[src/rtl/drum_spi_fifo_slave.sv]
// Drum trigger FIFO served to an MCU over SPI mode 0 with a DONE/LOAD handshake.
// All SPI inputs are oversampled in the clk domain; frames shift MSB first.
// MOSI is captured into rx_data while a frame is clocked out on MISO.
module drum_spi_fifo_slave #(
  parameter int DATA_W = 8,
  parameter int DEPTH  = 8,
  parameter int OVF_W  = 8
) (
  input  logic                     clk,
  input  logic                     rst_n,
  input  logic                     sck,
  input  logic                     sdi,
  output logic                     sdo,
  input  logic                     load,
  output logic                     done,
  input  logic                     trig_valid,
  input  logic [DATA_W-1:0]        trig_data,
  output logic                     rx_valid,
  output logic [DATA_W-1:0]        rx_data,
  output logic [$clog2(DEPTH):0]   fifo_level,
  output logic [OVF_W-1:0]         ovf_count,
  output logic                     command_sent
);

  localparam int PW = $clog2(DEPTH);
  localparam int LW = PW + 1;
  localparam int CW = $clog2(DATA_W + 1);

  typedef enum logic [1:0] {IDLE, PRESENT, SHIFT, WAIT_ACK} state_e;

  state_e              state_q, state_d;
  logic [2:0]          sck_sync_q;
  logic [1:0]          sdi_sync_q;
  logic [2:0]          load_sync_q;
  logic                sck_rise, sck_fall, load_rise, sdi_s;

  logic [DATA_W-1:0]   mem [DEPTH];
  logic [PW-1:0]       wr_ptr_q, rd_ptr_q;
  logic [LW-1:0]       level_q;
  logic [OVF_W-1:0]    ovf_q;
  logic                fifo_empty, fifo_full, push, pop, drop;

  logic [DATA_W-1:0]   shift_reg_q, rx_shift_q, rx_data_q;
  logic [CW-1:0]       bit_cnt_q;
  logic                last_bit, rx_valid_q, command_sent_q;

  // Two-flop synchronisers plus one extra flop on sck/load for edge detection.
  always_ff @(posedge clk or negedge rst_n) begin
    if (!rst_n) begin
      sck_sync_q  <= '0;
      sdi_sync_q  <= '0;
      load_sync_q <= '0;
    end else begin
      sck_sync_q  <= {sck_sync_q[1:0], sck};
      sdi_sync_q  <= {sdi_sync_q[0], sdi};
      load_sync_q <= {load_sync_q[1:0], load};
    end
  end

  assign sck_rise  =  sck_sync_q[1] & ~sck_sync_q[2];
  assign sck_fall  = ~sck_sync_q[1] &  sck_sync_q[2];
  assign load_rise =  load_sync_q[1] & ~load_sync_q[2];
  assign sdi_s     =  sdi_sync_q[1];

  // A pop retires the presented frame, so a push while full succeeds if it coincides with one.
  assign fifo_empty = (level_q == '0);
  assign fifo_full  = (level_q == LW'(DEPTH));
  assign pop        = load_rise && (state_q != IDLE);
  assign push       = trig_valid && (!fifo_full || pop);
  assign drop       = trig_valid && fifo_full && !pop;
  assign last_bit   = sck_rise && (state_q == SHIFT) && (bit_cnt_q == CW'(DATA_W - 1));

  // FIFO pointers, occupancy and saturating overflow counter.
  always_ff @(posedge clk or negedge rst_n) begin
    if (!rst_n) begin
      wr_ptr_q <= '0;
      rd_ptr_q <= '0;
      level_q  <= '0;
      ovf_q    <= '0;
    end else begin
      if (push) wr_ptr_q <= wr_ptr_q + 1'b1;
      if (pop)  rd_ptr_q <= rd_ptr_q + 1'b1;
      if (push && !pop)      level_q <= level_q + 1'b1;
      else if (pop && !push) level_q <= level_q - 1'b1;
      if (drop && (ovf_q != '1)) ovf_q <= ovf_q + 1'b1;
    end
  end

  // FIFO storage; contents are don't-care until written.
  always_ff @(posedge clk) begin
    if (push) mem[wr_ptr_q] <= trig_data;
  end

  // State register.
  always_ff @(posedge clk or negedge rst_n) begin
    if (!rst_n) state_q <= IDLE;
    else        state_q <= state_d;
  end

  // Next-state logic; LOAD takes priority over a coincident sck edge.
  always_comb begin
    state_d = state_q;
    case (state_q)
      IDLE:     if (!fifo_empty) state_d = PRESENT;
      PRESENT:  if (load_rise) state_d = IDLE;
                else if (sck_rise) state_d = SHIFT;
      SHIFT:    if (load_rise) state_d = IDLE;
                else if (last_bit) state_d = WAIT_ACK;
      WAIT_ACK: if (load_rise) state_d = IDLE;
      default:  state_d = IDLE;
    endcase
  end

  // Handshake outputs: MISO carries the shift register MSB only while a frame is live.
  always_comb begin
    done = 1'b0;
    sdo  = 1'b0;
    case (state_q)
      PRESENT, SHIFT: begin
        done = 1'b1;
        sdo  = shift_reg_q[DATA_W-1];
      end
      WAIT_ACK: done = 1'b1;
      default: ;
    endcase
  end

  // Shift datapath: head load in IDLE, MOSI sampled on rise, MISO advanced on fall.
  always_ff @(posedge clk) begin
    case (state_q)
      IDLE: if (!fifo_empty) begin
        shift_reg_q <= mem[rd_ptr_q];
        rx_shift_q  <= '0;
        bit_cnt_q   <= '0;
      end
      PRESENT, SHIFT: if (!load_rise) begin
        if (sck_rise) begin
          rx_shift_q <= {rx_shift_q[DATA_W-2:0], sdi_s};
          bit_cnt_q  <= bit_cnt_q + 1'b1;
        end else if (sck_fall && (state_q == SHIFT)) begin
          shift_reg_q <= {shift_reg_q[DATA_W-2:0], 1'b0};
        end
      end
      default: ;
    endcase
  end

  // Completed-frame and pop strobes, plus the last received MOSI word.
  always_ff @(posedge clk or negedge rst_n) begin
    if (!rst_n) begin
      rx_valid_q     <= 1'b0;
      rx_data_q      <= '0;
      command_sent_q <= 1'b0;
    end else begin
      rx_valid_q     <= last_bit && !load_rise;
      command_sent_q <= pop;
      if (last_bit && !load_rise) rx_data_q <= {rx_shift_q[DATA_W-2:0], sdi_s};
    end
  end

  assign rx_valid     = rx_valid_q;
  assign rx_data      = rx_data_q;
  assign fifo_level   = level_q;
  assign ovf_count    = ovf_q;
  assign command_sent = command_sent_q;

endmodule

[config.mk]
export PLATFORM = sky130hd
export DESIGN_NAME = drum_spi_fifo_slave
export DESIGN_NICKNAME = d
export VERILOG_FILES = /design/src/rtl/drum_spi_fifo_slave.sv
export SDC_FILE = /design/constraint.sdc
export NUM_CORES = 1
export LEC_CHECK = 0
export CORE_MARGIN = 1.5
export CORE_UTILIZATION = 44
export CTS_BUF_LIST = sky130_fd_sc_hd__clkbuf_8
export DETAILED_ROUTE_END_ITERATION = 10
export GPL_ROUTABILITY_DRIVEN = 0
export HOLD_SLACK_MARGIN = 0.05
export PLACE_DENSITY = 0.62
export SLEW_MARGIN = 10
export SYNTH_ARGS = -nofsm -noshare
export SYNTH_HDL_FRONTEND = slang
export SYNTH_SLANG_ARGS = --single-unit
[constraint.sdc]
create_clock -name clk -period 3.8 [get_ports clk]
set_clock_uncertainty 0.15 [all_clocks]
set_input_delay 0.76 -clock clk [delete_from_list [all_inputs] [get_ports clk]]
set_output_delay 0.76 -clock clk [all_outputs]
set_load 0.01 [all_outputs]
==> results of run 1 <==
==> layer usage <==
metal	track usage (%)	up-vias	wire [µm]
li1	-	1254	-
met1	22.11	1302	3925
met2	24.05	64	4070
met3	5.394	8	451
met4	6.122	0	79
met5	0	-	0
==> worst paths after layout <==
check / end / slack [ns] / cells after the start
worst min-delay path: load_sync_q[1]$_DFF_PN0_ / 0.20 / 0
worst max-delay path: sdo / 0.76 / 4
min in group asynchronous: fifo_level[0]$_DFFE_PN0P_ / 0.29 / 1
max in group asynchronous: rd_ptr_q[0]$_DFFE_PN0N_ / 2.69 / 1
worst min register to register: load_sync_q[1]$_DFF_PN0_ / 0.20 / 0
worst max register to register: fifo_level[3]$_DFFE_PN0P_ / 0.79 / 11
==> final cells by class <==
type	instances	area share (%)
Clock buffer	17	3.955
Clock inverter	15	2.030
Inverter	16	1.015
Multi-Input combinational cell	151	24.13
Sequential cell	121	58.21
Tap cell	140	2.961
Timing Repair Buffer	49	7.699
==> logic make-up (layout without fill, tap and decap cells) <==
group	count (synthesis)	count (layout)	synth area share, %
compound gates	23	23	3.742
xor+xnor	13	13	2.285
fa+ha+maj	12	12	3.164
buf+inv	23	97	2.235
flops	121	121	69.11
mux	30	30	11.02
simple gates	73	73	8.438
==> registers in the layout, summed over array words and instances, names as in the netlist <==
register / flops
sck_sync_q: 3
command_sent: 1
rx_shift_q: 7
wr_ptr_q: 3
rx_data: 8
load_sync_q: 3
bit_cnt_q: 4
sdi_sync_q: 2
rx_valid: 1
ovf_count: 8
state_q: 2
shift_reg_q: 8
rd_ptr_q: 3
fifo_level: 4
mem: 64
==> layout by cell type (no fill, tap or decap), types with 2 or more instances in the layout <==
| master | n |
|---|---|
| buf_4 | 12 |
| clkbuf_8 | 17 |
| a222oi_1 | 7 |
| ha_1 | 11 |
| a31oi_1 | 2 |
| clkinv_2 | 9 |
| o21ai_0 | 3 |
| edfxtp_1 | 83 |
| nand2_1 | 14 |
| inv_1 | 19 |
| nand2b_1 | 4 |
| mux2i_1 | 2 |
| xnor2_1 | 7 |
| nand4_2 | 2 |
| clkdlybuf4s50_1 | 36 |
| nand4b_1 | 2 |
| a21oi_1 | 5 |
| nand3_1 | 5 |
| mux4_1 | 9 |
| mux2_2 | 12 |
| and2_1 | 13 |
| mux4_2 | 7 |
| xor2_1 | 6 |
| nor2b_1 | 4 |
| dfrtp_1 | 38 |
| nor2_1 | 12 |
| bufinv_16 | 2 |
| nor3_1 | 9 |
==> through the flow <==
stage	hold slack, ns	setup WS [ns]	utilization, %	std cells	area [µm²]
CTS	0.2079	0.6817	54.10	509	5916
global placement	0.1846	0.5678	50.86	477	5562
global route	0.2124	0.5297	54.10	509	5916
floorplan	0.1812	1.088	-	295	4982
finish	0.2041	0.7622	54.10	509	5916
detailed placement	0.1934	0.4756	50.86	477	5562
==> critical path, cell delays in order (launching register included) <==
cell and delay, ns:
dfrtp_1 0.38, inv_1 0.09, ha_1 0.53, and2_1 0.19
clkdlybuf4s50_1 0.53
==> power groups by stage <==
| stage | registers (µW) | clock network (µW) | logic (µW) |
|---|---|---|---|
| 2_1_floorplan | 2010 | 0 | 921 |
| 3_3_place_gp | 2100 | 0 | 1260 |
| 3_5_place_dp | 2110 | 0 | 1300 |
| 4_1_cts | 2090 | 1060 | 1300 |
| 5_1_grt | 2130 | 1130 | 1420 |
| 6_report | 2080 | 1030 | 1280 |
==> results.ini, run 1 <==
[run_status]
status=complete, no violations

[job]
maxCapViolCount=0

[sta]
drv_slew=0
final_hold_viol_count=0
tightest_slew_ns=0.9477
grt_setup_unrepaired=no
finalSetupTns_ns=0
setup_viol=0
slew_headroom_pct=36.82
post-route-period-util_pct=79.94
fmax_mhz=329.2
finalWorstPathRequiredPeriod_ns=3.038

[clocking]
clock_path_buffers=2
root_buffer=clkbuf_8
htreeDepth=4
postCtsSetupBuffers=0
clock_latency_ns=0.41
postCtsResizedCells=0
hold_buffers=0
clkSinkCount=121
clk_pin_slew_worst_paths_ns=0.06
cts_buffers=17
cts_tree=done

[drt]
num_vias=2628
routed_wirelength_mm=8.527
ant_nets=0
drc=0
first_iter_violations=147
wl_per_cell_um=16.75
dr.pass1.iters=5
drt-vias-per-instance=5.163

[power_and_ir_drop]
p_sw_uw=1361
power_frac_clock_pct=23.4
p_int_uw=3031
p_total_uw=4392
power.density_mw_per_mm2=742.4
p_sw_share_pct=30.99
comb_power_share_pct=29.2
p_leak_uw=0.002290
seqPwrFrac_pct=47.3
vdd_drop_max_mv=0.3898

[grt]
groute.usage.overall_pct=16.16
grt_overflow=0
grt_pass1_vias=2644
antenna_found_initial=0
grt_pass1_wl_mm=13.89
grt_max_degree=39

[hold_path]
min_path_type=flop to flop
worstHoldStart=load_sync_q[0]$_DFF_PN0_

[synth]
synth_edf_count=83
synthCells=295
ys.flop_type=edfxtp_1
ys_seq_elements=121
seq_area_frac_synth_pct=69.11
synth_common_cells=edfxtp_1 (83), dfrtp_1 (38), inv_1 (15)
yosysMostFrequentCell=edfxtp_1
synth_top_area_share_pct=50.03
syn_nets=321
syn_area_mm2=0.004982
synth-async-reset-ratio_pct=31.40
synth_top_area_cell=edfxtp_1
yosys_warnings=0
avgSynthCellArea_um2=16.89
yosys-top-cells-area=edfxtp_1 (50%), dfrtp_1 (19%), mux4_1 (4.7%)
synth_cell_types=43

[placed_design]
io_buffers=37
place_hpwl_mm=5.485

[setup_path]
cp-end-kind=output port
r2r-start=state_q[0]$_DFFE_PN0P_
cp_data_required_time_ns=2.89
startpoint_type=flop
cp_data_arrival_time_ns=2.13
crit_fanout=14
startpoint=state_q[0]$_DFFE_PN0P_
critPathKind=flop to output port

[cells_and_area]
area_growth_pct=18.73
seqCellArea_mm2=0.003443
drive_gt1_share_pct=18.97
nets=382
multi_input_area_mm2=0.001428
fill_cells=911
antennaDiodeCount=0

[die]
std_cell_rows=38
die_h_um=109.4
die_x_um=109.4
dieArea_mm2=0.01197
start_util_pct=45.56
core_mm2=0.01094
io_pins=38

No activity file was read; power rests on OpenSTA's default activity.
==> run 2: changes to the inputs <==
==> constraint.sdc (replaced) <==
create_clock -name clk -period 3 [get_ports clk]
set_clock_uncertainty 0.15 [all_clocks]
set_input_delay 0.6 -clock clk [delete_from_list [all_inputs] [get_ports clk]]
set_output_delay 0.6 -clock clk [all_outputs]
set_load 0.01 [all_outputs]
==> run 2 against run 1 <==
Net effect: die area is the same; power grew 31%; combinational power rose by 34%; highest routed layer unchanged; flip-flop and latch count is the same; critical path type is now flop to flop; largest cell class unchanged; worst setup slack worse by 0.56 ns; critical endpoint is now fifo_level[3]$_DFFE_PN0P_; via count up 2.5%; global-route usage grew 0.53 points; non-clock buffer count grew 8; design area rose by 1.9%.
==> results.ini, run 2 (synthesized netlist as in run 1, its figures left out) <==
[placed_design]
dpl.cell_count=485  ; +1.7%
place_area_mm2=0.005622  ; +1.1%
place_hpwl_mm=5.728  ; +4.4%
io_buffers=37  ; unchanged

[power_and_ir_drop]
vdd_drop_max_mv=0.5752  ; +48%
p_leak_uw=0.002312  ; +0.97%
power.density_mw_per_mm2=952.2  ; +28%

[sta]
finalWorstPathRequiredPeriod_ns=2.797
fmax_mhz=357.5
grt_setup_unrepaired=no
finalSetupTns_ns=0  ; unchanged
slew_headroom_pct=42.79  ; +6.0 points
tightest_slew_ns=0.8582  ; -0.08952 ns
setup_viol=0  ; unchanged
post-route-period-util_pct=93.25
final_hold_viol_count=0  ; unchanged
hold_ws_ns=0.1291  ; -0.07495 ns
drv_slew=0  ; unchanged

[cells_and_area]
largest_reg_flops=64  ; unchanged
area_growth_pct=20.94
final_cell_mix=edfxtp_1 (83), dfrtp_1 (38), clkdlybuf4s50_1 (36)
final_core_util_pct=55.10  ; +1.0 points
fill_cells=911  ; unchanged
final_common_cell=edfxtp_1
nets=390  ; +2.1%
finalNonFillerCells=517  ; +1.6%
drive_gt1_share_pct=21.75  ; +2.8 points
antennaDiodeCount=0  ; unchanged
design_area_mm2=0.006026  ; +1.9%
regMostFlops=mem

[drt]
drt-vias-per-instance=5.209  ; +0.89%
num_vias=2693  ; +2.5%
drc=0  ; unchanged
dr.pass1.iters=5  ; unchanged
first_iter_violations=142  ; -3.4%
ant_nets=0  ; unchanged
wl_per_cell_um=17.07  ; +1.9%
routed_wirelength_mm=8.826  ; +3.5%

[clocking]
hold_buffers=0  ; unchanged
clkSinkCount=121  ; unchanged
cts_buffers=17  ; unchanged
htreeDepth=4  ; unchanged
clock_latency_ns=0.42  ; about the same
clk_pin_slew_worst_paths_ns=0.08  ; +0.02 ns
clock_path_buffers=2  ; unchanged
cts_tree=done
root_buffer=clkbuf_8

[die]
dieArea_mm2=0.01197  ; unchanged
core_mm2=0.01094  ; unchanged
die_h_um=109.4  ; unchanged
io_pins=38  ; unchanged
die_x_um=109.4  ; unchanged
start_util_pct=45.56  ; unchanged
std_cell_rows=38  ; unchanged

[setup_path]
startpoint_type=flop
cp_data_arrival_time_ns=2.94  ; +0.81 ns
crit_fanout=6  ; -8
cp-end-kind=flop
cp_data_required_time_ns=3.14  ; +0.25 ns
critPathKind=flop to flop

[run_status]
status=complete, no violations

[grt]
grt_pass1_wl_mm=14.38  ; +3.5%
grt_pass1_vias=2764  ; +4.5%
grt_max_degree=39  ; unchanged
groute.usage.overall_pct=16.70  ; +0.53 points
grt_overflow=0  ; unchanged
antenna_found_initial=0  ; unchanged

[hold_path]
min_path_type=input port to async pin

[job]
maxCapViolCount=0  ; unchanged

==> run 2: layout make-up <==
type / count / area (µm²) / area share (%)
inverter: 16 / 60.06 / 0.9967
sequential: 121 / 3443 / 57.14
clock buffer: 17 / 234.0 / 3.883
clock inverter: 15 / 166.4 / 2.762
tap: 140 / 175.2 / 2.907
multi-input combinational: 151 / 1431 / 23.75
timing repair buffer: 57 / 515.5 / 8.555
==> run 2: layer usage <==
layer / vias up / track usage (%) / part of all wire [%] / routed length [µm]
met4: 0 / 7.607 / 1.3 / 119
met1: 1348 / 21.71 / 45 / 4001
li1: 1272 / - / - / -
met5: - / 0 / 0 / 0
met3: 11 / 4.742 / 3.9 / 341
met2: 62 / 26.09 / 49 / 4364
==> run 2: worst max-delay path: stages (launching register included) <==
cell	delay (ns)
dfrtp_1	0.38
inv_1	0.09
ha_1	0.28
nor2_2	0.17
inv_2	0.10
a31oi_4	0.18
ha_2	0.23
inv_1	0.07
ha_1	0.28
a21o_1	0.21
a2111oi_1	0.42
o31ai_1	0.13
==> run 2: where the power goes <==
| group | total, µW | internal [µW] | leakage [µW] | switching (µW) |
|---|---|---|---|---|
| clock | 1440 | 753 | 0.000189 | 684 |
| sequential | 2590 | 2300 | 0.00124 | 294 |
| combinational | 1710 | 861 | 0.000881 | 850 |
| total | 5740 | 3910 | 0.00231 | 1830 |
==> run 2: what timing repair did <==
item                       in CTS  in global routing
gates resized for setup         0                  2
setup endpoints to repair       0                  1
buffers inserted                0                  0
hold endpoints to repair        0                  0
==> run 2: path summary, 6_finish.rpt <==
path,start,endpoint,slack (ns),cells past startpoint
worst max-delay path,state_q[0]$_DFFE_PN0P_,fifo_level[3]$_DFFE_PN0P_,0.20,11
worst min register to register,sck_sync_q[0]$_DFF_PN0_,sck_sync_q[1]$_DFF_PN0_,0.20,0
worst max register to register,state_q[0]$_DFFE_PN0P_,fifo_level[3]$_DFFE_PN0P_,0.20,11
worst min-delay path,rst_n,ovf_count[1]$_DFFE_PN0P_,0.13,1
max in group asynchronous,rst_n,rx_data[0]$_DFFE_PN0P_,2.03,1
min in group clk,sck_sync_q[0]$_DFF_PN0_,sck_sync_q[1]$_DFF_PN0_,0.20,0
==> run 2: through the flow <==
stage | worst slack (ns) | total power [µW]
global route | 0.03559 | 6097
CTS | 0.2137 | 5804
floorplan | 0.2878 | 3712
global placement | 0.1193 | 4294
detailed placement | 0.08215 | 4345
finish | 0.2025 | 5738
==> run 3: changes to the inputs <==
--- a/config.mk
+++ b/config.mk
@@ -10,7 +10,7 @@
 export CTS_BUF_LIST = sky130_fd_sc_hd__clkbuf_8
 export DETAILED_ROUTE_END_ITERATION = 10
 export GPL_ROUTABILITY_DRIVEN = 0
-export HOLD_SLACK_MARGIN = 0.05
+export HOLD_SLACK_MARGIN = 0.02
 export PLACE_DENSITY = 0.62
 export SLEW_MARGIN = 10
 export SYNTH_ARGS = -nofsm -noshare
==> results of run 3 <==
No change in the layout: final DEF, timing and power equal those of run 2.
